--- config.mk ---
export PLATFORM = sky130hd
export DESIGN_NAME = imem_loader_flat
export DESIGN_NICKNAME = d
export VERILOG_FILES = /design/src/rtl/imem_loader_if.sv /design/src/rtl/imem_loader.sv /design/src/flat_wrapper.sv
export SDC_FILE = /design/constraint.sdc
export NUM_CORES = 1
export LEC_CHECK = 0
export ABC_AREA = 1
export CAP_MARGIN = 40
export CORE_MARGIN = 2
export CORE_UTILIZATION = 45
export DETAILED_ROUTE_END_ITERATION = 8
export GPL_TIMING_DRIVEN = 0
export PLACE_DENSITY = 0.69
export SETUP_SLACK_MARGIN = 0.3
export SLEW_MARGIN = 20
export SYNTH_ARGS = -nofsm -noshare
export SYNTH_HDL_FRONTEND = slang
export SYNTH_SLANG_ARGS = --single-unit
--- constraint.sdc ---
create_clock -name clk_i -period 2.2 [get_ports clk_i]
set_clock_uncertainty 0.1 [all_clocks]
set_input_delay 0.66 -clock clk_i [delete_from_list [all_inputs] [get_ports clk_i]]
set_output_delay 0.66 -clock clk_i [all_outputs]
set_load 0.05 [all_outputs]
--- src/rtl/imem_loader_if.sv ---
// imem_loader_if: byte-stream input and instruction-memory write bus of the
// imem_loader program loader.
//   master : drives start/finish/byteIn/byteValid, observes loader outputs
//   slave  : the loader itself
// Signals:
//   start, finish          load control (start in IDLE, finish level in ASSEMBLE)
//   byteIn[7:0], byteValid incoming program byte and its valid flag
//   byteReady              loader can accept a byte this cycle
//   memAddr[31:0]          write byte address
//   memData[31:0]          write data
//   memWe                  single-cycle write strobe
//   wordCount[15:0]        words written in the current/most recent load
//   busy, cpuHold          load in progress (CPU fetch frozen)
//   done                   one-cycle completion pulse
interface imem_loader_if;
  logic        start;
  logic        finish;
  logic [7:0]  byteIn;
  logic        byteValid;
  logic        byteReady;
  logic [31:0] memAddr;
  logic [31:0] memData;
  logic        memWe;
  logic [15:0] wordCount;
  logic        busy;
  logic        cpuHold;
  logic        done;

  modport master (
    output start, finish, byteIn, byteValid,
    input  byteReady, memAddr, memData, memWe, wordCount, busy, cpuHold, done
  );

  modport slave (
    input  start, finish, byteIn, byteValid,
    output byteReady, memAddr, memData, memWe, wordCount, busy, cpuHold, done
  );
endinterface

--- src/rtl/imem_loader.sv ---
// imem_loader: assembles a big-endian byte stream into 32-bit words and
// writes them to instruction memory starting at BASE_ADDR, holding the CPU
// while the load runs.
// Parameters:
//   DEPTH_WORDS  maximum words written per load
//   BASE_ADDR    word-aligned byte address of the first word
// Ports:
//   clk_i  system clock, rising edge
//   rst_i  synchronous active-high reset
//   bus    imem_loader_if slave modport (byte input + memory write outputs)
module imem_loader #(
  parameter int unsigned DEPTH_WORDS = 64,
  parameter logic [31:0] BASE_ADDR   = 32'h0000_0000
) (
  input logic          clk_i,
  input logic          rst_i,
  imem_loader_if.slave bus
);

  typedef enum logic [1:0] {IDLE, ASSEMBLE, WRITE, DONE} state_e;

  localparam logic [15:0] DEPTH_W = 16'(DEPTH_WORDS);

  state_e      state_q, state_d;
  logic [31:0] addr_q, addr_d;
  logic [31:0] asm_q, asm_d;
  logic [15:0] cnt_q, cnt_d;
  logic [1:0]  idx_q, idx_d;
  logic [15:0] cnt_inc;

  assign cnt_inc = cnt_q + 16'd1;

  // State and datapath registers
  always_ff @(posedge clk_i) begin
    if (rst_i) begin
      state_q <= IDLE;
      addr_q  <= BASE_ADDR;
      asm_q   <= '0;
      cnt_q   <= '0;
      idx_q   <= '0;
    end else begin
      state_q <= state_d;
      addr_q  <= addr_d;
      asm_q   <= asm_d;
      cnt_q   <= cnt_d;
      idx_q   <= idx_d;
    end
  end

  // Next-state and datapath update
  always_comb begin
    state_d = state_q;
    addr_d  = addr_q;
    asm_d   = asm_q;
    cnt_d   = cnt_q;
    idx_d   = idx_q;
    unique case (state_q)
      IDLE: begin
        if (bus.start) begin
          state_d = ASSEMBLE;
          addr_d  = BASE_ADDR;
          cnt_d   = '0;
          idx_d   = '0;
          asm_d   = '0;
        end
      end
      ASSEMBLE: begin
        // A valid byte always wins over finish in the same cycle.
        if (bus.byteValid) begin
          asm_d = {asm_q[23:0], bus.byteIn};
          idx_d = idx_q + 2'd1;
          if (idx_q == 2'd3) state_d = WRITE;
        end else if (bus.finish) begin
          if (idx_q == 2'd0) begin
            state_d = DONE;
          end else begin
            // Left-align the partial word; unfilled low bytes become zero.
            state_d = WRITE;
            idx_d   = '0;
            unique case (idx_q)
              2'd1:    asm_d = {asm_q[7:0],  24'h00_0000};
              2'd2:    asm_d = {asm_q[15:0], 16'h0000};
              default: asm_d = {asm_q[23:0], 8'h00};
            endcase
          end
        end
      end
      WRITE: begin
        // memAddr wraps naturally modulo 2^32.
        addr_d  = addr_q + 32'd4;
        cnt_d   = cnt_inc;
        idx_d   = '0;
        asm_d   = '0;
        state_d = (cnt_inc == DEPTH_W) ? DONE : ASSEMBLE;
      end
      DONE: begin
        state_d = IDLE;
      end
    endcase
  end

  // Outputs decoded from state; memory data is the assembly register itself.
  always_comb begin
    bus.byteReady = (state_q == ASSEMBLE);
    bus.memWe     = (state_q == WRITE);
    bus.busy      = (state_q == ASSEMBLE) || (state_q == WRITE);
    bus.cpuHold   = (state_q == ASSEMBLE) || (state_q == WRITE);
    bus.done      = (state_q == DONE);
    bus.memAddr   = addr_q;
    bus.memData   = asm_q;
    bus.wordCount = cnt_q;
  end

endmodule

--- src/flat_wrapper.sv ---
// flat-port wrapper written by rule: the top's interface ports become plain ports
module imem_loader_flat 
#(
  parameter int unsigned DEPTH_WORDS = 64,
  parameter logic [31:0] BASE_ADDR   = 32'h0000_0000
)
  (clk_i, rst_i, bus_start, bus_finish, bus_byteIn, bus_byteValid, bus_byteReady, bus_memAddr, bus_memData, bus_memWe, bus_wordCount, bus_busy, bus_cpuHold, bus_done);
  imem_loader_if bus_i ();
  input logic clk_i;
  input logic rst_i;
  input wire logic [$bits(bus_i.start)-1:0] bus_start;
  input wire logic [$bits(bus_i.finish)-1:0] bus_finish;
  input wire logic [$bits(bus_i.byteIn)-1:0] bus_byteIn;
  input wire logic [$bits(bus_i.byteValid)-1:0] bus_byteValid;
  output wire logic [$bits(bus_i.byteReady)-1:0] bus_byteReady;
  output wire logic [$bits(bus_i.memAddr)-1:0] bus_memAddr;
  output wire logic [$bits(bus_i.memData)-1:0] bus_memData;
  output wire logic [$bits(bus_i.memWe)-1:0] bus_memWe;
  output wire logic [$bits(bus_i.wordCount)-1:0] bus_wordCount;
  output wire logic [$bits(bus_i.busy)-1:0] bus_busy;
  output wire logic [$bits(bus_i.cpuHold)-1:0] bus_cpuHold;
  output wire logic [$bits(bus_i.done)-1:0] bus_done;
  assign bus_i.start = bus_start;
  assign bus_i.finish = bus_finish;
  assign bus_i.byteIn = bus_byteIn;
  assign bus_i.byteValid = bus_byteValid;
  assign bus_byteReady = bus_i.byteReady;
  assign bus_memAddr = bus_i.memAddr;
  assign bus_memData = bus_i.memData;
  assign bus_memWe = bus_i.memWe;
  assign bus_wordCount = bus_i.wordCount;
  assign bus_busy = bus_i.busy;
  assign bus_cpuHold = bus_i.cpuHold;
  assign bus_done = bus_i.done;
  imem_loader #(.DEPTH_WORDS(DEPTH_WORDS), .BASE_ADDR(BASE_ADDR)) u_core (.clk_i(clk_i), .rst_i(rst_i), .bus(bus_i));
endmodule
== Yosys cells after proc, flatten, opt, wreduce, memory -nomap -nowiden ==
Index checks and enable logic that the tools add are counted.
Widths: inputs -> output; s select.

* Add/subtract/negate cells: 3
* Equality and inequality tests: 11
* Multiplexer cells: 21
* Reduce and logical (&&, ||, !) cells: 8

{| class="wikitable"
|+ Operators with widths
! cell !! count
|-
| $mux 32 || 4
|-
| $pmux 32 s2 || 2
|-
| $pmux 32 s3 || 1
|-
| $add 32x3->32 const B || 1
|-
| $pmux 16 s2 || 1
|-
| $mux 2 || 9
|-
| $add 16x1->16 const B || 1
|-
| $eq 16x7->1 const B || 1
|-
| $mux 16 || 1
|-
| $eq 2x2->1 const B || 4
|-
| $pmux 2 s4 || 1
|-
| $ne 3x3->1 const B || 2
|-
| $pmux 2 s3 || 1
|-
| $eq 2x1->1 const B || 2
|-
| $logic_not 2->1 || 2
|-
| $reduce_and 4->1 || 1
|-
| $ne 3x2->1 const B || 1
|-
| $reduce_and 3->1 || 1
|-
| $reduce_bool 3->1 || 1
|-
| $add 2x1->2 const B || 1
|-
| $ne 2x2->1 const B || 1
|-
| $reduce_and 2->1 || 1
|-
| $reduce_bool 2->1 || 1
|-
| $logic_or 1x1->1 || 1
|-
| $mux 1 || 1
|}

* Flip-flop bits (word level): 84
* Input port bits: 13
* Output and inout bits: 85
* Word-level logic and storage cells: 48

== Depth between registers and ports, before layout ==
* Word-level depth: 6
* Gate-level depth with buffers: 13
* Depth with buffers taken out: 13

== Worst setup path before layout ==
OpenSTA, ideal clock, no wires.

* Path type: register to register
* Start point: register u_core.state_q[0]
* End point: register u_core.addr_q[18], in the netlist u_core.bus.memAddr[18]
* Setup time: 0.117 ns
* Data arrival time: 2.036 ns
* Data required time: 1.983 ns
* Setup slack: -0.053 ns
* Cell stages (with the launch flop): 12
* Path buffers: 2
* Clock period less this slack: 2.253 ns
* Path through: dfxtp_1 -> inv_1 -> ha_1 -> buf_4 -> nand2_2 -> nand2_4 -> inv_4 -> o21ai_2 -> inv_2 -> buf_6 -> o21ai_0 -> nor2_1

* Cells in the longest elaborated chain, start to end: 3
* Elaborated cells on any way between the ends: 6
* Classes of those cells: eq/ne (2); mux (1); reduce/logical (3)

{| class="wikitable"
|+ RTL lines
! item !! line !! source
|-
| from (decl) || imem_loader.sv:24 || <nowiki>state_e state_q, state_d;</nowiki>
|-
| from (signal assigned) || imem_loader.sv:42 || <nowiki>state_q <= state_d;</nowiki>
|-
| $eq 2x2->1 (*) || -- ||
|-
| net bus_memWe || flat_wrapper.sv:18 || <nowiki>output wire logic [$bits(bus_i.memWe)-1:0] bus_memWe;</nowiki>
|-
| $reduce_bool 2->1 (no line) || -- ||
|-
| $reduce_and 2->1 (no line) || -- ||
|-
| to (signal assigned) || imem_loader.sv:43 || <nowiki>addr_q <= addr_d;</nowiki>
|-
| to (decl) || imem_loader.sv:25 || <nowiki>logic [31:0] addr_q, addr_d;</nowiki>
|}

Mark *: on every way through the listed nets, which the timed path passes. The rest lies on a longest branch.
A chain may end at the register's enable or synchronous reset.

== Worst setup path in the final report ==
* Start point: register u_core.state_q[1]
* End point: output port bus_cpuHold

* Cells in the longest elaborated chain, start to end: 2
* Elaborated cells on any way between the ends: 3
* Classes of those cells: eq/ne (2); reduce/logical (1)

{| class="wikitable"
|+ RTL lines
! item !! line !! source
|-
| $eq 2x1->1 / $eq 2x2->1 (equally long branches) || imem_loader.sv:107 || <nowiki>bus.cpuHold = (state_q == ASSEMBLE) || (state_q == WRITE);</nowiki>
|-
| $logic_or 1x1->1 (*) || imem_loader.sv:107 ||
|-
| to (decl) || flat_wrapper.sv:21 || <nowiki>output wire logic [$bits(bus_i.cpuHold)-1:0] bus_cpuHold;</nowiki>
|}

Every way passes the cells marked *; elsewhere a longest branch is shown, timed or not.

==> results.txt <==
The gate count of the mapped netlist came out at 667. The number of enable flip-flop cells after synthesis is 0. The DRC violation total after the first TritonRoute iteration is 305. The required time of the critical path came out at 1.44 ns. The wire length per cell is 14.5 um.

The filler cells instantiated in the layout total 925. The area of the die is 10700 um^2. The pre-CTS setup slack came out at -0.446 ns.

The CTS tree is yes. The count of state elements after synthesis is 82. The TritonCTS buffer count is 9.

The clock latency on the worst-skew pair came out at 0.35 ns. The highest clock rate is 0.490 GHz. Dividing the detail-routed via count by the number of cells gives 5.31.

The most frequent standard cell in the layout excluding fill and tap cells is sky130_fd_sc_hd__nand2_1. The clock transition at the registers of the reported paths is 0.09 ns. After global routing the overflow that remains totals 0. Along the worst path, the maximum fanout reaches 4. The tool flagged a number of max-cap violations equal to 0. The mean instance size in the synthesized netlist came out at 6.68 um^2. The area of the core region came out at 9680 um^2.

The largest net degree at the start of global routing came out at 16. Power spread over the standard cell area amounts to 913 nW/um^2. The total of warnings raised by yosys came out at 0. The share of cells above drive strength 1 is 0.274. The critical path goes through inv_6, ha_4, buf_6, buf_8. In this run the tightest slew margin relative to its limit is 0.577. At the pin with the least slew margin, the transition time is 0.634 ns.

The dominant synthesized flop cell is sky130_fd_sc_hd__dfxtp_1. In this run the static leakage power is 2.45 nW. The number of clock sinks came out at 82. The largest stage delay on the critical path is 0.40 ns. STA classifies the critical path startpoint as a flip-flop.

The fraction of registers with async set/reset came out at 0. The distinct cell type count of the synthesized netlist is 40. STA puts the critical path data arrival time at 1.28 ns. The global placer's final weighted congestion is 0.906.

Counting along the longest clock path gives a buffer depth of 2. The placement row count is 36. The summed instance area of the synthesized netlist is 4460 um^2.

The detailed-route via count is 4972. The count of inserted antenna diode cells came out at 0. The type of the tightest min-delay check is reg -> reg. The footprint of the multi-input gates is 2620 um^2. The cell sitting at the root of the clock tree is a sky130_fd_sc_hd__clkbuf_8. The number of pins exceeding their max-slew limit in the final report is 0.

Across the whole layout, storage elements account for 1670 um^2. In the layout the commonest cells are sky130_fd_sc_hd__nand2_1, sky130_fd_sc_hd__inv_1, sky130_fd_sc_hd__dfxtp_1. The first global-routing pass estimated 22000 um of wire. The residual DRC count came out at 0.

STA classifies the critical path endpoint as an output pin. On the critical path the largest part of the delay comes from flip-flops. The cell with the largest stage delay on the worst path is sky130_fd_sc_hd__dfxtp_4. The H-tree was split into 3 levels. The number of detailed-routing iterations run before antenna repair is 5. The setup slack of the critical path after layout is 0.158 ns.

The antenna violation net count after detailed routing came out at 0. The total wirelength of the detailed-routed design came out at 13600 um. The number of antenna violations at the first check in global routing was 0.

The die boundary width is 104 um. Setup violations remaining at the end of the flow were counted as 0. In this run the tool buffered the top-level ports with 94 buffer cells. The HPWL after detailed placement came out at 9460 um.

The starting density of the core is 0.460. The final total power came out at 5.50 mW. The number of global-route vias before repair was 4619. The worst voltage drop across the vdd grid is 0.856 mV. The critical path contains buffers and inverters numbering 3 combined. In the finished design, the share of the clock period the worst path needs comes to 0.928. The shortest period the worst path allows came out at 2.04 ns. The top-level I/O count is 98. Setup repair after global routing could not meet its margin everywhere.

The flow ran to the end, and the final reports show no timing, DRC or antenna violations. In this run the vertical extent of the chip is 104 um. The synthesis-to-layout area growth came out at 35.3%. The total routing resource utilization after global routing came out at 0.246. Of the synthesized area, sequential elements account for 0.368.

The net total in the final layout came out at 823. The kind of critical path is reg -> out. The final count of hold timing violations is 0.
stage by stage:
step | instance area (um^2) | TNS [ns] | cells | utilization | hold slack [ns]
floorplan | 4520 | 0 | 668 | - | 0.398
global placement | 5630 | -18.28 | 895 | 0.581 | 0.357
detailed placement | 5630 | -19.34 | 895 | 0.581 | 0.357
CTS | 5880 | 0 | 924 | 0.607 | 0.373
global route | 6030 | 0 | 936 | 0.622 | 0.397
finish | 6030 | 0 | 936 | 0.622 | 0.376
registers in the layout, summed over array words and instances (netlist names):
register,cells
u_core.bus.memData,32
u_core.bus.memAddr,30
u_core.bus.wordCount,16
u_core.idx_q,2
u_core.state_q,2
repair_timing:
action                     4_1_cts  5_1_grt
buffers inserted                13       10
setup endpoints to repair      158      107
hold buffers                     0        0
pin swaps                        8       22
gates resized for setup        387      118
cloned                           0        2
where the power goes:
group | leakage [nW] | switching (mW) | total (mW) | internal (mW)
clock network | 0.103 | 0.610 | 1.18 | 0.568
logic | 1.68 | 1.70 | 2.57 | 0.864
registers | 0.671 | 0.135 | 1.76 | 1.62
cell usage after synthesis, types with 2 or more instances:
library cell,instances,area [um^2]
sky130_fd_sc_hd__inv_2,3,11.3
sky130_fd_sc_hd__nand3_2,2,20.0
sky130_fd_sc_hd__a211oi_1,12,90.1
sky130_fd_sc_hd__o211ai_1,9,67.6
sky130_fd_sc_hd__buf_4,4,30.0
sky130_fd_sc_hd__nor3b_1,2,15.0
sky130_fd_sc_hd__nor3_1,16,80.1
sky130_fd_sc_hd__nand3b_1,4,30.0
sky130_fd_sc_hd__clkinv_1,2,7.51
sky130_fd_sc_hd__o21ai_1,2,10.0
sky130_fd_sc_hd__buf_2,4,20.0
sky130_fd_sc_hd__nand2_4,2,22.5
sky130_fd_sc_hd__dfxtp_1,82,1640
sky130_fd_sc_hd__nor4_1,3,18.8
sky130_fd_sc_hd__ha_1,12,150
sky130_fd_sc_hd__nand2_1,196,736
sky130_fd_sc_hd__nor2_4,2,22.5
sky130_fd_sc_hd__nand3_1,35,175
sky130_fd_sc_hd__nand4_1,15,93.8
sky130_fd_sc_hd__clkbuf_1,14,52.6
sky130_fd_sc_hd__o21ai_0,30,150
sky130_fd_sc_hd__nor2_2,3,18.8
sky130_fd_sc_hd__a21oi_1,71,355
sky130_fd_sc_hd__inv_1,70,263
sky130_fd_sc_hd__nand2_2,4,25.0
sky130_fd_sc_hd__o21bai_1,2,15.0
sky130_fd_sc_hd__nor2_1,53,199
path summary, 6_finish.rpt:
kind	start	end	slack, ns	cells after the start
worst max-delay path	u_core.state_q[1]	bus_cpuHold	0.16	4
worst min-delay path	u_core.bus.memData[30]	u_core.bus.memData[30]	0.38	2
worst max register to register	u_core.state_q[1]	u_core.bus.memAddr[27]	0.25	10
worst min register to register	u_core.bus.memData[30]	u_core.bus.memData[30]	0.38	2
per-layer routing:
layer  part of all wire  track usage
met2               0.48        0.400
met4              0.015       0.0734
met3              0.057       0.0409
met1               0.45        0.335
met5                  0            0
worst reg2reg max path, stage by stage (launching register included):
cell and delay [ns]:
sky130_fd_sc_hd__dfxtp_4 0.40, sky130_fd_sc_hd__buf_4 0.13, sky130_fd_sc_hd__ha_4 0.13, sky130_fd_sc_hd__buf_8 0.11, sky130_fd_sc_hd__nand2_2 0.06, sky130_fd_sc_hd__nand2_4 0.11
sky130_fd_sc_hd__inv_6 0.08, sky130_fd_sc_hd__nor2_8 0.11, sky130_fd_sc_hd__nand4_1 0.25, sky130_fd_sc_hd__or2_0 0.30, sky130_fd_sc_hd__a21oi_1 0.11
cells by family after synthesis:
| group | Yosys count | synth area share |
|---|---|---|
| AND/OR/NAND/NOR | 343 | 0.346 |
| AO/OA/AOI/OAI | 128 | 0.158 |
| XOR/XNOR | 1 | 0.00197 |
| adder cells (fa/ha/maj) | 12 | 0.0337 |
| buffers and inverters | 100 | 0.0910 |
| other | 1 | 0.000842 |
| flip-flops | 82 | 0.368 |
area by class of cell:
| type | count | area share |
|---|---|---|
| Buffer | 24 | 0.0297 |
| Clock buffer | 10 | 0.0228 |
| Clock inverter | 6 | 0.0120 |
| Inverter | 76 | 0.0500 |
| Multi-Input combinational cell | 486 | 0.434 |
| Sequential cell | 82 | 0.277 |
| Tap cell | 133 | 0.0276 |
| Timing Repair Buffer | 119 | 0.147 |
No activity file was read; power rests on OpenSTA's default activity.
